## src/rtl/breakout_pkg.sv

```systemverilog
// breakout_pkg: shared screen geometry, brick_in field layout and draw-engine state encoding
package breakout_pkg;
  localparam int X_W = 8;
  localparam int Y_W = 7;
  localparam int COLOUR_W = 3;
  localparam int SCREEN_W = 160;
  localparam int SCREEN_H = 120;
  localparam int COLOUR_LSB = 0;
  localparam int Y_LSB = COLOUR_LSB + COLOUR_W;
  localparam int ALIVE_BIT = Y_LSB + Y_W;
  localparam int X_LSB = ALIVE_BIT + 1;
  localparam int BRICK_IN_W = X_LSB + X_W;
  typedef enum logic [1:0] {S_IDLE, S_DRAW, S_DONE} draw_state_e;
endpackage

```

## src/rtl/brick_pixel_counter.sv

```systemverilog
// brick_pixel_counter: raster-order cx/cy sweep over a BRICK_W x BRICK_H rectangle
module brick_pixel_counter #(
  parameter int BRICK_W = 16,
  parameter int BRICK_H = 4,
  parameter int CX_W = BRICK_W > 1 ? $clog2(BRICK_W) : 1,
  parameter int CY_W = BRICK_H > 1 ? $clog2(BRICK_H) : 1
) (
  input  logic            clk,
  input  logic            rst,
  input  logic            clear,
  input  logic            enable,
  output logic [CX_W-1:0] cx,
  output logic [CY_W-1:0] cy,
  output logic            last
);
  import breakout_pkg::*;
  localparam logic [CX_W-1:0] CX_MAX = CX_W'(BRICK_W - 1);
  localparam logic [CY_W-1:0] CY_MAX = CY_W'(BRICK_H - 1);
  logic [CX_W-1:0] cx_d;
  logic [CY_W-1:0] cy_d;
  logic wrap;
  assign wrap = cx == CX_MAX;
  assign last = wrap && cy == CY_MAX;
  always_comb begin
    cx_d = clear ? '0 : enable ? (wrap ? '0 : cx + 1'b1) : cx;
    cy_d = clear ? '0 : (enable && wrap) ? (last ? '0 : cy + 1'b1) : cy;
  end
  always_ff @(posedge clk) begin
    if (rst) begin
      cx <= '0;
      cy <= '0;
    end else begin
      cx <= cx_d;
      cy <= cy_d;
    end
  end
endmodule

```

## src/rtl/brick_draw_engine.sv

```systemverilog
// brick_draw_engine: sweeps one brick into per-pixel VGA writes, clipped to the visible screen
module brick_draw_engine #(
  parameter int BRICK_W = 16,
  parameter int BRICK_H = 4,
  parameter int X_W = breakout_pkg::X_W,
  parameter int Y_W = breakout_pkg::Y_W,
  parameter int COLOUR_W = breakout_pkg::COLOUR_W,
  parameter int SCREEN_W = breakout_pkg::SCREEN_W,
  parameter int SCREEN_H = breakout_pkg::SCREEN_H,
  parameter logic [COLOUR_W-1:0] BG_COLOUR = '0
) (
  input  logic                     clock,
  input  logic                     reset,
  input  logic                     start,
  input  logic [X_W+Y_W+COLOUR_W:0] brick_in,
  output logic                     busy,
  output logic                     done,
  output logic                     plot,
  output logic [X_W-1:0]           x_out,
  output logic [Y_W-1:0]           y_out,
  output logic [COLOUR_W-1:0]      colour_out
);
  import breakout_pkg::*;
  localparam int CX_W = BRICK_W > 1 ? $clog2(BRICK_W) : 1;
  localparam int CY_W = BRICK_H > 1 ? $clog2(BRICK_H) : 1;
  draw_state_e state_q, state_d;
  logic [X_W-1:0] x_q, in_x;
  logic [Y_W-1:0] y_q, in_y;
  logic [COLOUR_W-1:0] colour_q, in_colour;
  logic alive_q, in_alive;
  logic [CX_W-1:0] cx;
  logic [CY_W-1:0] cy;
  logic last, accept, drawing, visible;
  logic [X_W:0] sum_x;
  logic [Y_W:0] sum_y;
  assign {in_x, in_alive, in_y, in_colour} = brick_in;
  assign accept = state_q == S_IDLE && start;
  assign drawing = state_q == S_DRAW;
  assign busy = drawing;
  // extra carry bit keeps bricks near the right/bottom edge from wrapping back on screen
  assign sum_x = {1'b0, x_q} + (X_W+1)'(cx);
  assign sum_y = {1'b0, y_q} + (Y_W+1)'(cy);
  assign visible = drawing && 32'(sum_x) < SCREEN_W && 32'(sum_y) < SCREEN_H;
  always_comb
    state_d = state_q == S_IDLE ? (start ? S_DRAW : S_IDLE) :
              state_q == S_DRAW ? (last ? S_DONE : S_DRAW) : S_IDLE;
  brick_pixel_counter #(.BRICK_W(BRICK_W), .BRICK_H(BRICK_H)) u_cnt (
    .clk(clock), .rst(reset), .clear(accept), .enable(drawing),
    .cx(cx), .cy(cy), .last(last)
  );
  always_ff @(posedge clock) begin
    if (reset) begin
      state_q <= S_IDLE;
      x_q <= '0;
      y_q <= '0;
      alive_q <= 1'b0;
      colour_q <= '0;
      done <= 1'b0;
      plot <= 1'b0;
      x_out <= '0;
      y_out <= '0;
      colour_out <= '0;
    end else begin
      state_q <= state_d;
      done <= state_q == S_DONE;
      plot <= visible;
      if (accept) begin
        x_q <= in_x;
        y_q <= in_y;
        alive_q <= in_alive;
        colour_q <= in_colour;
      end
      if (visible) begin
        x_out <= sum_x[X_W-1:0];
        y_out <= sum_y[Y_W-1:0];
        colour_out <= alive_q ? colour_q : BG_COLOUR;
      end
    end
  end
endmodule

```

## config.mk

```make
export PLATFORM = sky130hd
export DESIGN_NAME = brick_draw_engine
export DESIGN_NICKNAME = d
export VERILOG_FILES = /design/src/rtl/breakout_pkg.sv /design/src/rtl/brick_pixel_counter.sv /design/src/rtl/brick_draw_engine.sv
export SDC_FILE = /design/constraint.sdc
export NUM_CORES = 1
export LEC_CHECK = 0
export BUFFER_PORTS_ARGS = -buffer_cell sky130_fd_sc_hd__buf_2
export CORE_MARGIN = 3
export CORE_UTILIZATION = 45
export CTS_CLUSTER_DIAMETER = 120
export DETAILED_ROUTE_END_ITERATION = 6
export PLACE_DENSITY_LB_ADDON = 0.25
export SLEW_MARGIN = 20
export SYNTH_ARGS = -nofsm -noshare
export SYNTH_HDL_FRONTEND = slang
export SYNTH_HIERARCHICAL = 1
export SYNTH_SLANG_ARGS = --single-unit
export TNS_END_PERCENT = 50
```

## constraint.sdc

```tcl
create_clock -name clock -period 4.1 [get_ports clock]
set_clock_uncertainty 0.15 [all_clocks]
set_input_delay 0.205 -clock clock [delete_from_list [all_inputs] [get_ports clock]]
set_output_delay 0.205 -clock clock [all_outputs]
set_load 0.01 [all_outputs]
```

Word-level counts from Yosys, hierarchy flattened
Cells that the tools add are included.

Flip-flop bits (word level): 47. Output and inout port bits: 21. Word-level logic and storage cells: 36. Input bits: 22.

Multiplexer cells: 7. Add/subtract/negate cells: 4. $lt $le $gt $ge: 2. Equality and inequality tests: 4. Reductions and logical operators: 7.

Operators by type and width (count): $add 8x4->9 (1); $lt 9x8->1 const B (1); $add 7x2->8 (1); $lt 8x7->1 const B (1); $mux 2 (4); $logic_and 1x1->1 (5); $add 4x1->4 const B (1); $eq 2x2->1 const B (2); $eq 4x4->1 const B (1); $mux 4 (1); $mux 3 (1); $add 2x1->2 const B (1); $eq 2x1->1 const B (1); $logic_not 2->1 (1); $reduce_or 2->1 (1); $mux 1 (1).

Logic depth before layout (Yosys ltp)
Gate-level depths: netlist of run 1.

Depth after elaboration: 5. Depth in mapped cells: 9.

Cells and area by module
The synthesis of run 1 kept the hierarchy.

Modules (own cells, without submodules): brick_draw_engine (cells an instance 223, instances 1, area each 1948.1 sq um); brick_pixel_counter (cells an instance 31, instances 1, area each 295.3 sq um).

Least setup slack after synthesis of run 1
No wires, ideal clock.

Path kind: reg2reg. From: register u_cnt.cx[0]. To: register colour_out[0]. Setup slack: 1.711 ns. Setup time: 0.072 ns. Clock period less this slack: 2.389 ns. Arrival time: 2.168 ns. Cell stages (with the launch flop): 10. Path through: dfxtp_1 ha_1 fa_1 nand3_1 nand2_2 a311o_1 a21oi_4 o21a_4 buf_12 mux2i_1.

Longest elaborated chain between the ends: 4.

Ends and longest elaborated chain: start, declared (line brick_pixel_counter.sv:12) `output logic [CX_W-1:0] cx,`; start signal, assigned (line brick_pixel_counter.sv:30) `cx <= '0;`; start signal, assigned (line brick_pixel_counter.sv:33) `cx <= cx_d;`; $add 8x4->9 (line brick_draw_engine.sv:41) `assign sum_x = {1'b0, x_q} + (X_W+1)'(cx);`; $lt 9x8->1 (line brick_draw_engine.sv:43) `assign visible = drawing && 32'(sum_x) < SCREEN_W && 32'(sum_y) < SCREEN_H;`; $logic_and 1x1->1 (2 in a row) (line brick_draw_engine.sv:43); end signal, assigned (line brick_draw_engine.sv:76) `colour_out <= alive_q ? colour_q : BG_COLOUR;`; end, declared (line brick_draw_engine.sv:21) `output logic [COLOUR_W-1:0] colour_out`.

No other way between the ends. A chain may end at the register's enable or synchronous reset.

Worst setup path in the final report of run 1
From: register u_cnt.cx[1]. To: register colour_out[2].

Same word-level chain as after synthesis.

==> metrics.md, run 1 <==
| Metric | Value |
|---|---|
| Clock Root Buffer | clkbuf_8 |
| Post-route DRC | 0 |
| Clk sinks | 47 |
| Met2 usage | 30.40% |
| HPWL Detailed | 3270 um |
| Final setup TNS | 0 ns |
| Mapped Nets | 286 |
| Syn_area_per_cell | 8.832 um^2 |
| Leak Pwr | 1.261 nW |
| Core outline area | 0.004786 mm^2 |
| Dpl cell area | 0.002455 mm^2 |
| Number of global-route vias before repair | 1822 |
| Synth cell types | 42 |
| Final Critical Period | 2.601 ns |
| Met1 usage | 19.85% |
| Number of buffers created by CTS | 5 |
| Most frequent CP cell | mux2i_1 |
| Unrepaired setup endpoints after global routing | false |
| Async S/R FF share, synth | 0% |
| Critical path type | reg2reg |
| Starting Density | 46.88% |
| Worst-skew pair later-pin latency | 0.30 ns |
| Final wirelength | 4743 um |
| Status | finished, final reports clean |
| Nets | 340 |
| Top delay family on crit path | compound AO/OA/AOI/OAI gates |
| Yosys reg bits | 47 |
| PD cells | 331.1 mW/mm^2 |
| Postcts setup bufs | 0 |
| Crit path max-delay cell type | nor2_1 |
| FP Rows | 25 |
| Worst path arrival time | 2.68 ns |
| CTS tree | built |
| CP Launch Type | flop |
| Mapped Cells | 254 |
| DRT antenna net count | 0 |
| # setup viols final | 0 |
| CP required | 4.18 ns |
| Worst Setup End Kind | flop |
| 1st-pass router iterations | 4 |
| Die X | 76.61 um |
| Share of layout cells above drive strength 1 | 19.09% |
| CTS H-tree depth | 2 |
| Largest net degree at the start of global routing | 29 |
| Tcrit/Tclk final | 63.43% |
| GRT busiest layer | met2 |
| Fmax | 0.3845 GHz |
| Met3 Use GR | 3.664% |
| PortBufs | 42 |
| Max_cap viols | 0 |
| GRT overflow | 0 |
| Worst slew pin tran | 0.7346 ns |
| Gp weighted congestion | 0.8065 |
| Syn-to-layout area delta | 21.19% |
| Top-Level Pins | 43 |
| Diodes inserted | 0 |
| Post-synth EDFFs | 0 |
| Synth Flop Type | dfxtp_1 |
| Die area | 0.005868 mm^2 |
| CP Max Fanout | 14 |
| Max rail drop VDD | 0.0002380 V |
| Final hold viol count | 0 |
| Slew margin rel. | 50.72% |
| Via count | 1876 |
| DRT iter0 DRCs | 86 |
| Post-Syn Area | 0.002243 mm^2 |
| GRT Total Usage | 17.05% |
| Min-Delay Path Class | in2reg |
| CP Buf/Inv Count | 0 |
| Critical path, cell by cell | ha_1, a21o_1, a21oi_1, mux2i_1, nor2_1, o21a_4, mux2i_1 |
| Clk buf depth | 2 |
| Wire per inst | 12.61 um |
| Synth Warn # | 6 |
| CTS clk-pin slew, worst paths | 0.08 ns |
| First-pass GRT wire length | 8066 um |
| Initial antenna violation count | 0 |
| Drt via density | 4.989 |
| Post-route cell area | 0.002719 mm^2 |
| Final Max Tran Viols | 0 |
| Slowest stage delay, CP | 0.50 ns |
| Die height | 76.61 um |
| Register area share after synthesis | 41.94% |
cell usage in the layout (no fill, tap or decap), drive strengths merged, types with 5 or more instances in the layout:
master       netlist  final
a21oi             26     26
buf                4     42
clkbuf             8      5
dfxtp             47     47
dlygate4sd3        0     18
ha                 8      8
mux2i             13     13
nand2             63     63
nand3              9      9
nor2              16     16
o211a              7      7
o211ai             6      6
xnor2              8      8
xor2               5      5
registers in the layout, summed over array words and instances, names as in the netlist:
register and count:
x_out 8, x_q 8, y_out 7, y_q 7
u_cnt/cx 4, colour_out 3, colour_q 3, state_q 2
u_cnt/cy 2, alive_q 1, done 1, plot 1
layout make-up:
type | count | area (um^2)
clock buffer | 5 | 68.82
clock inverter | 3 | 15.01
fill | 454 | 2067
inverter | 5 | 18.77
multi-input combinational | 189 | 1201
sequential | 47 | 940.9
tap | 67 | 83.83
timing repair buffer | 60 | 390.4
tightest hold or removal path: cells and delay by family:
| kind | cells | cell delay, ns |
|---|---|---|
| and+or+nand+nor | 1 | 0.06 |
| buffers and inverters | 1 | 0.09 |
| AOI/OAI and AO/OA | 1 | 0.05 |
timing repair:
action,CTS,global route
resized for setup,0,0
hold buffers,18,0
endpoints found under the hold margin,18,0
cells in the mapped netlist (5+ instances only):
master | instances | share of area, %
a21oi_1 | 23 | 5.1
clkbuf_1 | 8 | 1.3
dfxtp_1 | 47 | 42
ha_1 | 8 | 4.5
mux2i_1 | 13 | 5.8
nand2_1 | 62 | 10
nand3_1 | 9 | 2.0
nor2_1 | 16 | 2.7
o211a_1 | 7 | 3.1
o211ai_1 | 6 | 2.0
xnor2_1 | 8 | 3.1
xor2_1 | 5 | 2.0
report_power, final:
group          internal [mW]  leakage [nW]  switching (mW)
logic                 0.0605         0.829          0.0746
registers              0.479         0.384          0.0169
clock network          0.117        0.0477           0.152
total                  0.657          1.26           0.244
kinds of logic after synthesis:
kind of cell | count (synthesis) | synth area share [%]
compound gates | 50 | 16.51
xor+xnor | 13 | 5.075
fa+ha+maj | 10 | 6.247
buf+inv | 18 | 4.517
flops | 47 | 41.94
mux | 13 | 5.800
simple gates | 103 | 19.91
stage by stage:
stage	hold WS (ns)	power, mW	worst slack [ns]	cells	utilization, %
2_1_floorplan	0.1910	0.5989	1.711	254	-
5_1_grt	0.003557	0.9503	1.252	376	56.81
4_1_cts	0.007439	0.9116	1.467	376	56.81
6_report	0.007610	0.9003	1.499	376	56.81
3_5_place_dp	0.2901	0.6301	1.480	350	51.29
3_3_place_gp	0.2949	0.6286	1.606	350	51.29
path summary, 6_finish.rpt:
check / from / endpoint / slack, ns / depth (start not counted)
worst min-delay path: brick_in[18] / x_q[7] / 0.008 / 3
worst max-delay path: u_cnt/cx[1] / colour_out[2] / 1.50 / 7
worst min register to register: state_q[0] / done / 0.30 / 1
worst max register to register: u_cnt/cx[1] / colour_out[2] / 1.50 / 7
metal layers:
layer / vias up / part of all wire, %
met1: 851 / 47
li1: 973 / -
met4: 0 / 1.6
met5: - / 0
met3: 8 / 4.2
met2: 44 / 48
Power figures use the tool's default switching activity.
==> run 2: changes to the inputs <==
==> constraint.sdc (replaced) <==
create_clock -name clock -period 2.3 [get_ports clock]
set_clock_uncertainty 0.15 [all_clocks]
set_input_delay 0.115 -clock clock [delete_from_list [all_inputs] [get_ports clock]]
set_output_delay 0.115 -clock clock [all_outputs]
set_load 0.01 [all_outputs]
==> metrics.md, run 2 (synthesized netlist as in run 1, its figures left out) <==
| Metric | Value |
|---|---|
| Status | finished, final reports clean |
| Worst path arrival time | 2.28 ns |
| Wire per inst | 12.20 um |
| Worst slew pin tran | 0.4659 ns |
| Gate power share | 15.9% |
| DRT antenna net count | 0 |
| Biggest regs | x_out (8), x_q (8) |
| CTS H-tree depth | 2 |
| Worst setup startpoint | u_cnt/cx[0] |
| Diodes inserted | 0 |
| Worst Setup End Kind | flop |
| Dpl cell area | 0.002585 mm^2 |
| Final Max Tran Viols | 0 |
| Via count | 1949 |
| CP required | 2.38 ns |
| Clk sinks | 47 |
| WHS | 0.09696 ns |
| Die height | 76.61 um |
| Final Critical Period | 2.195 ns |
| CP Max Fanout | 7 |
| Switch share | 25.78% |
| DRT iter0 DRCs | 94 |
| Commonest non-fill, non-tap cell in the layout | nand2_1 |
| Unrepaired setup endpoints after global routing | true |
| CTS tree | built |
| Nets | 363 |
| Critical path type | reg2reg |
| Clock Root Buffer | clkbuf_8 |
| Drt via density | 4.885 |
| Number of global-route vias before repair | 2018 |
| Post-route DRC | 0 |
| PD cells | 593.1 mW/mm^2 |
| GRT Total Usage | 18.34% |
| Final Util | 62.51% |
| Share of layout cells above drive strength 1 | 28.31% |
| Largest net degree at the start of global routing | 26 |
| Core outline area | 0.004786 mm^2 |
| Leak Pwr | 1.385 nW |
| Die X | 76.61 um |
| CTS clk-pin slew, worst paths | 0.09 ns |
| Tcrit/Tclk final | 95.41% |
| Reg-to-Reg Start | u_cnt/cx[0] |
| # setup viols final | 0 |
| Final hold viol count | 0 |
| Syn-to-layout area delta | 33.35% |
| Starting Density | 46.88% |
| Final wirelength | 4869 um |
| CP Launch Type | flop |
| Min-Delay Startpoint | reset |
| Die area | 0.005868 mm^2 |
| HPWL Detailed | 3419 um |
| Fmax | 0.4557 GHz |
| First-pass GRT wire length | 8921 um |
| Clk buf depth | 2 |
| Final setup TNS | 0 ns |
| Most frequent cells in the layout | 62 x nand2_1, 43 x dfxtp_1, 42 x buf_2 |
| Max rail drop VDD | 0.0003008 V |
| Initial antenna violation count | 0 |
| Post-route cell area | 0.002992 mm^2 |
| Net Switching | 0.4574 mW |
| Internal power | 1.317 mW |
| Reg power frac | 50.0% |
| FP Rows | 25 |
| Clk network pwr share | 34.1% |
| GRT overflow | 0 |
| Top-Level Pins | 43 |
| Gp weighted congestion | 0.8123 |
| Number of buffers created by CTS | 5 |
| 1st-pass router iterations | 4 |
| Slew margin rel. | 68.94% |
| PortBufs | 42 |
| Max_cap viols | 0 |
| Worst-skew pair later-pin latency | 0.30 ns |
| Min-Delay Path Class | in2reg |
## run 2: layout make-up
type / instances / area (um^2)
Multi-Input combinational cell: 190 / 1265
Clock inverter: 3 / 43.79
Tap cell: 67 / 83.83
Inverter: 5 / 18.77
Fill cell: 447 / 1794
Timing Repair Buffer: 82 / 565.5
Clock buffer: 5 / 68.82
Sequential cell: 47 / 945.9
## run 2: critical path, stage by stage (launching register included)
cell and delay, ns:
dfxtp_2 0.35, ha_4 0.16, fa_2 0.36, nand3_2 0.09, nand2_2 0.07, a311o_1 0.32, a21oi_4 0.19, o21a_4 0.24
mux2i_1 0.20
## run 2: timing repair
action	in CTS	in global routing
endpoints found under the hold margin	19	0
setup buffers	3	1
cloned	1	0
hold buffers	19	0
resized for setup	5	11
endpoints found under the setup margin	7	19
pin swaps	3	7
## run 2: layer usage
metal / track usage (%) / wire [um]
met1: 22.92 / 2313
met2: 31.81 / 2354
met3: 3.783 / 150
met4: 5.254 / 51
met5: 0 / 0
## run 2: power groups by stage
stage          logic (mW)  registers, mW  clock network [mW]
6_report            0.282          0.887               0.605
4_1_cts             0.276          0.886               0.621
2_1_floorplan       0.160          0.908                   0
5_1_grt             0.317          0.893               0.660
3_5_place_dp        0.244          0.903                   0
3_3_place_gp        0.241          0.902                   0
## run 2: per-stage QoR
step | total power [mW] | std cells | setup WS, ns
floorplan | 1.068 | 254 | 0.01042
global placement | 1.143 | 367 | 0.03751
detailed placement | 1.147 | 367 | -0.01956
CTS | 1.783 | 398 | -0.008594
global route | 1.871 | 399 | -0.009365
finish | 1.774 | 399 | 0.1055
## run 2: path summary, 6_finish.rpt
path | endpoint | slack [ns] | cells past startpoint
setup / recovery | x_out[0] | 0.11 | 8
hold / removal | state_q[0] | 0.1 | 2
setup reg to reg | x_out[0] | 0.11 | 8
hold reg to reg | x_out[4] | 0.31 | 2
